$ cat src/rtl/dwb_pkg.sv
`default_nettype none
// ============================================================================
// Module   : dwb_pkg
// Purpose  : Default widths, slot record and same-address commit resolution
//            shared by the deferred write bank.
// Revision : 1.0
// ============================================================================
package dwb_pkg;

    localparam int c_data_w  = 16;
    localparam int c_addr_w  = 2;
    localparam int c_depth   = 4;
    localparam int c_delay_w = 6;
    // One bit wider than the delay: two coexisting slots are never more than
    // 2**c_delay_w - 1 acceptances apart, so a wrapped difference still orders them.
    localparam int c_age_w   = c_delay_w + 1;

    typedef struct packed {
        logic                 valid;
        logic [c_addr_w-1:0]  addr;
        logic [c_data_w-1:0]  data;
        logic [c_delay_w-1:0] countdown;
        logic [c_age_w-1:0]   age;
    } slot_t;

    function automatic logic [c_depth-1:0] youngest_wins(
        input logic [c_depth-1:0]               expire,
        input logic [c_depth-1:0][c_addr_w-1:0] addr,
        input logic [c_depth-1:0][c_age_w-1:0]  age
    );
        logic [c_depth-1:0] win;
        logic [c_age_w-1:0] diff;
        for (int i = 0; i < c_depth; i++) begin
            win[i] = expire[i];
            for (int j = 0; j < c_depth; j++) begin
                diff = age[j] - age[i];
                if ((j != i) && expire[j] && (addr[j] == addr[i]) &&
                    !diff[c_age_w-1] && (diff != '0)) begin
                    win[i] = 1'b0;
                end
            end
        end
        return win;
    endfunction

endpackage
`default_nettype wire

$ cat src/rtl/dwb_slot.sv
`default_nettype none
// ============================================================================
// Module   : dwb_slot
// Purpose  : One pending write entry: load, count down, expire and self-clear.
// Revision : 1.0
// ============================================================================
module dwb_slot
    import dwb_pkg::*;
(
    input  logic                 clock,
    input  logic                 reset_n,
    input  logic                 load,
    input  logic [c_addr_w-1:0]  load_addr,
    input  logic [c_data_w-1:0]  load_data,
    input  logic [c_delay_w-1:0] load_delay,
    input  logic [c_age_w-1:0]   load_age,
    output logic                 valid,
    output logic [c_addr_w-1:0]  addr,
    output logic [c_data_w-1:0]  data,
    output logic [c_age_w-1:0]   age,
    output logic                 expire
);

    slot_t r_slot;

    // Load is only issued to a free slot, so it never collides with expiry.
    always_ff @(posedge clock) begin
        if (!reset_n) begin
            r_slot <= '0;
        end else if (load) begin
            r_slot <= '{valid: 1'b1, addr: load_addr, data: load_data,
                        countdown: load_delay, age: load_age};
        end else if (expire) begin
            r_slot.valid <= 1'b0;
        end else if (r_slot.valid && (r_slot.countdown != '0)) begin
            r_slot.countdown <= r_slot.countdown - c_delay_w'(1);
        end
    end

    assign expire = r_slot.valid && (r_slot.countdown == '0);
    assign valid  = r_slot.valid;
    assign addr   = r_slot.addr;
    assign data   = r_slot.data;
    assign age    = r_slot.age;

endmodule
`default_nettype wire

$ cat src/rtl/deferred_write_bank.sv
`default_nettype none
// ============================================================================
// Module   : deferred_write_bank
// Purpose  : Register bank committing each write a programmable number of
//            cycles after acceptance. Optional register exchange: SWAP_EN.
// Revision : 1.0
// ============================================================================
module deferred_write_bank
    import dwb_pkg::*;
#(
    parameter int DATA_W  = c_data_w,
    parameter int ADDR_W  = c_addr_w,
    parameter int DEPTH   = c_depth,
    parameter int DELAY_W = c_delay_w
) (
    input  logic                       clock,
    input  logic                       reset_n,
    input  logic                       wr_valid,
    output logic                       wr_ready,
    input  logic [ADDR_W-1:0]          wr_addr,
    input  logic [DATA_W-1:0]          wr_data,
    input  logic [DELAY_W-1:0]         wr_delay,
    input  logic [ADDR_W-1:0]          rd_addr,
    output logic [DATA_W-1:0]          rd_data,
`ifdef SWAP_EN
    input  logic                       swap_req,
    input  logic [ADDR_W-1:0]          swap_a,
    input  logic [ADDR_W-1:0]          swap_b,
`endif
    output logic [(2**ADDR_W)-1:0]     commit_mask,
    output logic [$clog2(DEPTH+1)-1:0] pending_count
);

    localparam int c_nreg  = 2**ADDR_W;
    localparam int c_cnt_w = $clog2(DEPTH+1);

    // Slot records are sized by the package; overriding widths is not supported.
    if ((DATA_W != c_data_w) || (ADDR_W != c_addr_w) ||
        (DEPTH != c_depth) || (DELAY_W != c_delay_w)) begin : g_param_check
        $error("deferred_write_bank: parameters must equal the dwb_pkg widths");
    end

    logic [DEPTH-1:0]              w_valid;
    logic [DEPTH-1:0]              w_expire;
    logic [DEPTH-1:0]              w_load_oh;
    logic [DEPTH-1:0]              w_win;
    logic [DEPTH-1:0][ADDR_W-1:0]  w_addr;
    logic [DEPTH-1:0][DATA_W-1:0]  w_data;
    logic [DEPTH-1:0][c_age_w-1:0] w_age;
    logic [c_age_w-1:0]            r_age_ctr;
    logic                          w_accept;
    logic [DATA_W-1:0]             r_bank      [c_nreg];
    logic [DATA_W-1:0]             w_bank_next [c_nreg];
    logic [DATA_W-1:0]             r_rd_data;

    for (genvar i = 0; i < DEPTH; i++) begin : g_slot
        dwb_slot u_slot (
            .clock      (clock),
            .reset_n    (reset_n),
            .load       (w_load_oh[i]),
            .load_addr  (wr_addr),
            .load_data  (wr_data),
            .load_delay (wr_delay),
            .load_age   (r_age_ctr),
            .valid      (w_valid[i]),
            .addr       (w_addr[i]),
            .data       (w_data[i]),
            .age        (w_age[i]),
            .expire     (w_expire[i])
        );
    end

    always_comb begin
        pending_count = '0;
        for (int i = 0; i < DEPTH; i++) begin
            pending_count = pending_count + c_cnt_w'(w_valid[i]);
        end
    end

    assign wr_ready = (pending_count < c_cnt_w'(DEPTH));
    assign w_accept = wr_valid && wr_ready;

    // Scanning downward leaves only the lowest free slot selected.
    always_comb begin
        w_load_oh = '0;
        for (int i = DEPTH - 1; i >= 0; i--) begin
            if (!w_valid[i]) begin
                w_load_oh    = '0;
                w_load_oh[i] = w_accept;
            end
        end
    end

    always_ff @(posedge clock) begin
        if (!reset_n) begin
            r_age_ctr <= '0;
        end else if (w_accept) begin
            r_age_ctr <= r_age_ctr + c_age_w'(1);
        end
    end

    assign w_win = youngest_wins(w_expire, w_addr, w_age);

    always_comb begin
        commit_mask = '0;
        for (int i = 0; i < DEPTH; i++) begin
            if (w_expire[i] && reset_n) begin
                commit_mask[w_addr[i]] = 1'b1;
            end
        end
    end

    // Swap uses pre-edge values; commits are applied afterwards and take priority.
    always_comb begin
        for (int r = 0; r < c_nreg; r++) begin
            w_bank_next[r] = r_bank[r];
        end
`ifdef SWAP_EN
        if (swap_req) begin
            w_bank_next[swap_a] = r_bank[swap_b];
            w_bank_next[swap_b] = r_bank[swap_a];
        end
`endif
        for (int i = 0; i < DEPTH; i++) begin
            if (w_win[i]) begin
                w_bank_next[w_addr[i]] = w_data[i];
            end
        end
    end

    always_ff @(posedge clock) begin
        if (!reset_n) begin
            for (int r = 0; r < c_nreg; r++) begin
                r_bank[r] <= '0;
            end
            r_rd_data <= '0;
        end else begin
            for (int r = 0; r < c_nreg; r++) begin
                r_bank[r] <= w_bank_next[r];
            end
            r_rd_data <= r_bank[rd_addr];
        end
    end

    assign rd_data = r_rd_data;

endmodule
`default_nettype wire

$ cat config.mk
export PLATFORM = sky130hd
export DESIGN_NAME = deferred_write_bank
export DESIGN_NICKNAME = d
export VERILOG_FILES = /design/src/rtl/dwb_pkg.sv /design/src/rtl/dwb_slot.sv /design/src/rtl/deferred_write_bank.sv
export SDC_FILE = /design/constraint.sdc
export NUM_CORES = 1
export LEC_CHECK = 0
export CORE_UTILIZATION = 45
export CTS_BUF_LIST = sky130_fd_sc_hd__clkbuf_8 sky130_fd_sc_hd__clkbuf_16
export CTS_CLUSTER_SIZE = 20
export DETAILED_ROUTE_END_ITERATION = 10
export PLACE_DENSITY = 0.68
export SETUP_SLACK_MARGIN = 0.5
export SYNTH_ARGS = -nofsm -noshare
export SYNTH_HDL_FRONTEND = slang
export SYNTH_SLANG_ARGS = --single-unit
$ cat constraint.sdc
create_clock -name clock -period 3.9 [get_ports clock]
set_input_delay 0.78 -clock clock [delete_from_list [all_inputs] [get_ports clock]]
set_output_delay 0.78 -clock clock [all_outputs]
set_load 0.005 [all_outputs]
==> run_results.csv <==
group,metric,value,unit
min_path,hold_path_class,"reg2reg",
floorplan,core-area,29010,µm²
floorplan,num_rows,62,
pwr,ir_drop,0.0003568,V
detailed_routing,wirelength,42.82,mm
sta,period_share,0.8608,
global_routing,grt_pass1_wl,65.57,mm
sta,relSlewSlack,0.4255,
placed_design,io_buffers,52,
global_routing,gr-total-overflow,0,
floorplan,start_util,0.4615,
cts,htree_levels,1,
synth,synth_cell_types,92,
placed_design,dpl.hpwl,28.56,mm
sta,setup_viol,0,
synth,syn_inst,1647,
detailed_routing,viasPerCell,6.049,
worst_setup_path,r2r_start,"g_slot[0].u_slot.age[1]",
cts,numCtsBuffers,25,
cts,clk_latency,0.55,ns
synth,syn_area,13390,µm²
sta,fmax,0.2979,GHz
sta,rsz0062_at_grt,"yes",
floorplan,dieArea,30450,µm²
layout,finalNonFillerCells,2080,
layout,fin_nets,1798,
layout,register_area,4322,µm²
global_routing,grt_usage,0.2732,
detailed_routing,drt-initial-drc-count,1429,
global_routing,grt_max_degree,82,
detailed_routing,routedWlPerCell,20.59,µm
synth,synth_nets,1763,
detailed_routing,drc_errors,0,
run_status,status,"complete, no violations",
synth,synth_area_leader_cell,"dfxtp_1",
global_routing,first_global_vias,11610,
synth,synth_top_area_frac,0.3214,
worst_setup_path,critPathRequiredTime,3.12,ns
synth,ys.warnings.count,0,
worst_setup_path,ff2ff_path_depth,12,
floorplan,die_w,174.5,µm
run,cap_viol_max_count,0,
sta,finalClockSkew,0.02349,ns
cts,cts_tree,"built",
cts,cts_buffer_depth,3,
min_path,hold_path.startpoint,"g_slot[1].u_slot.r_slot[8]",
worst_setup_path,endpoint_kind,"output pin",
placed_design,gp_congestion,0.9542,
layout,area_growth_syn_to_layout,17.46,%
sta,drv_slew,0,
min_path,hold_depth,2,
synth,synthFlopType,"dfxtp_1",
global_routing,grt_antenna_before_repair,0,
worst_setup_path,start_kind,"register",
worst_setup_path,cp_max_fo,4,
worst_setup_path,crit_type,"reg2out",
cts,cts_sinks,215,
layout,n_antenna_cell,0,
synth,synth-seq-cells,215,
detailed_routing,drtAntennaViolNets,0,
synth,yosysSeqAreaShare,0.3214,
placed_design,placedCellCount,2024,
pwr,power_density,336.5,nW/µm²
synth,synth-edff-count,0,
floorplan,fp.dieH,174.5,µm
layout,multi_input_area,8695,µm²
detailed_routing,vias,12580,
synth,synthArstFlopShare,0,
sta,fin_tns_setup,0,ns
worst_setup_path,r2r_end,"r_bank[0][11]",
floorplan,io_pins,53,
synth,postSynthAreaPerCell,8.130,µm²
sta,finalCriticalPeriod,3.357,ns
cts,clk_pin_slew,0.06,ns
cts,root_buffer,"clkbuf_16",
sta,tightestPinTransition,0.8618,ns
worst_setup_path,crit_arrival,2.58,ns
worst_setup_path,ff2ff_setup_slack,0.54,ns
layout,n_fill_cell,2674,
sta,timing.final.hold_violations,0,
detailed_routing,firstDrtPassIters,8,
synth,synthTopCellsByArea,"dfxtp_1, nand2_1, ha_1",
layout,drive_gt1_frac,0.1445,
pwr,leakage,0.005664,µW
min_path,hold_path_end,"g_slot[1].u_slot.r_slot[8]",
==> through the flow <==
stage | util | total power, µW | area (µm²) | setup slack, ns | hold WS, ns
final | 0.5421 | 5293 | 15730 | 0.5430 | 0.4849
after global placement | 0.4958 | 2909 | 14390 | 0.3585 | 0.4643
after CTS | 0.5302 | 5299 | 15380 | 0.3517 | 0.4866
after global routing | 0.5421 | 5484 | 15730 | 0.3945 | 0.5131
after detailed placement | 0.4958 | 2918 | 14390 | 0.2984 | 0.4790
after floorplan | - | 2701 | 13390 | 0.6322 | 0.4498
==> worst max path at each step <==
| stage | startpoint | endpoint | depth (start not counted) | slack [ns] |
|---|---|---|---|---|
| finish | g_slot[2].u_slot.r_slot[7] | commit_mask[1] | 8 | 0.54 |
| global placement | g_slot[0].u_slot.age[4] | r_bank[3][2] | 11 | 0.36 |
| floorplan | g_slot[2].u_slot.age[0] | r_bank[3][14] | 14 | 0.63 |
| CTS | g_slot[0].u_slot.age[4] | r_bank[3][7] | 11 | 0.35 |
| detailed placement | g_slot[0].u_slot.age[4] | r_bank[3][7] | 11 | 0.30 |
| global route | g_slot[0].u_slot.age[1] | r_bank[0][12] | 12 | 0.39 |
==> critical path: stages (launching register included) <==
cell and delay [ns]:
dfxtp_1 0.33, inv_1 0.09, ha_4 0.14, or4b_4 0.50
nor3_4 0.23, nand2_2 0.14, buf_4 0.19, o21ai_4 0.14
dlygate4sd2_1 0.26
==> sequential cells by signal (all words and copies together) (netlist names) <==
| name | count |
|---|---|
| g_slot.u_slot.data | 64 |
| r_bank | 64 |
| g_slot.u_slot.age | 28 |
| g_slot.u_slot.r_slot | 24 |
| rd_data | 16 |
| g_slot.u_slot.addr | 8 |
| r_age_ctr | 7 |
| g_slot.u_slot.valid | 4 |
==> cell usage after synthesis (15+ instances only) <==
cell type,n
o21ai_0,79
dfxtp_1,215
o211a_1,31
nand3_1,17
a21o_1,17
nor2_1,56
nand2_1,311
nor2b_1,16
buf_2,28
inv_1,76
ha_1,80
clkbuf_1,81
a21oi_1,165
nor3_1,31
mux2i_1,66
a211oi_1,15
nand2b_1,15
xnor2_1,24
and2_1,19
mux4_2,16
xor2_1,22
o22ai_1,49
==> repair_timing <==
action                                  in CTS  in global routing
hold buffers                                 0                  0
cloned                                       0                  1
resized for setup                           36                 75
endpoints found under the setup margin      66                 68
setup buffers                                4                 10
pin swaps                                    7                 18
==> per-layer routing <==
metal	global-route usage	part of all wire
met5	0	0
met4	0.08877	0.030
met3	0.05249	0.099
met2	0.4165	0.43
met1	0.3854	0.44
==> layout make-up <==
class	count	share of cell area
multi-input combinational	1240	0.5528
sequential	215	0.2748
timing repair buffer	123	0.07056
clock buffer	28	0.04240
tap	384	0.03055
inverter	77	0.01877
clock inverter	13	0.01018
==> kinds of logic (layout without fill, tap and decap cells) <==
kind of cell,count (synthesis),in the layout,synth area share
and+or+nand+nor,544,544,0.1924
AOI/OAI and AO/OA,479,479,0.2335
DFF,215,215,0.3214
buffers and inverters,192,241,0.05905
adders and majority gates,87,87,0.08522
muxes,83,83,0.07709
xor gates and xnor gates,47,47,0.03130
==> power breakdown <==
group          switching (µW)  total (µW)  internal, µW
Combinational             359         595           236
Sequential               68.5        2320          2250
Clock                     957        2380          1420
==> layout by cell type (no fill, tap or decap), types with 23 or more instances in the layout <==
| master | count |
|---|---|
| clkdlybuf4s50_1 | 47 |
| a21oi_1 | 163 |
| ha_1 | 64 |
| o21ai_0 | 76 |
| clkbuf_16 | 26 |
| nor3_1 | 26 |
| xnor2_1 | 23 |
| o22ai_1 | 47 |
| dfxtp_1 | 201 |
| inv_1 | 74 |
| buf_4 | 63 |
| nand2_1 | 309 |
| o211a_1 | 31 |
| nor2_1 | 55 |
| mux2i_1 | 64 |
Power figures use the tool's default switching activity.
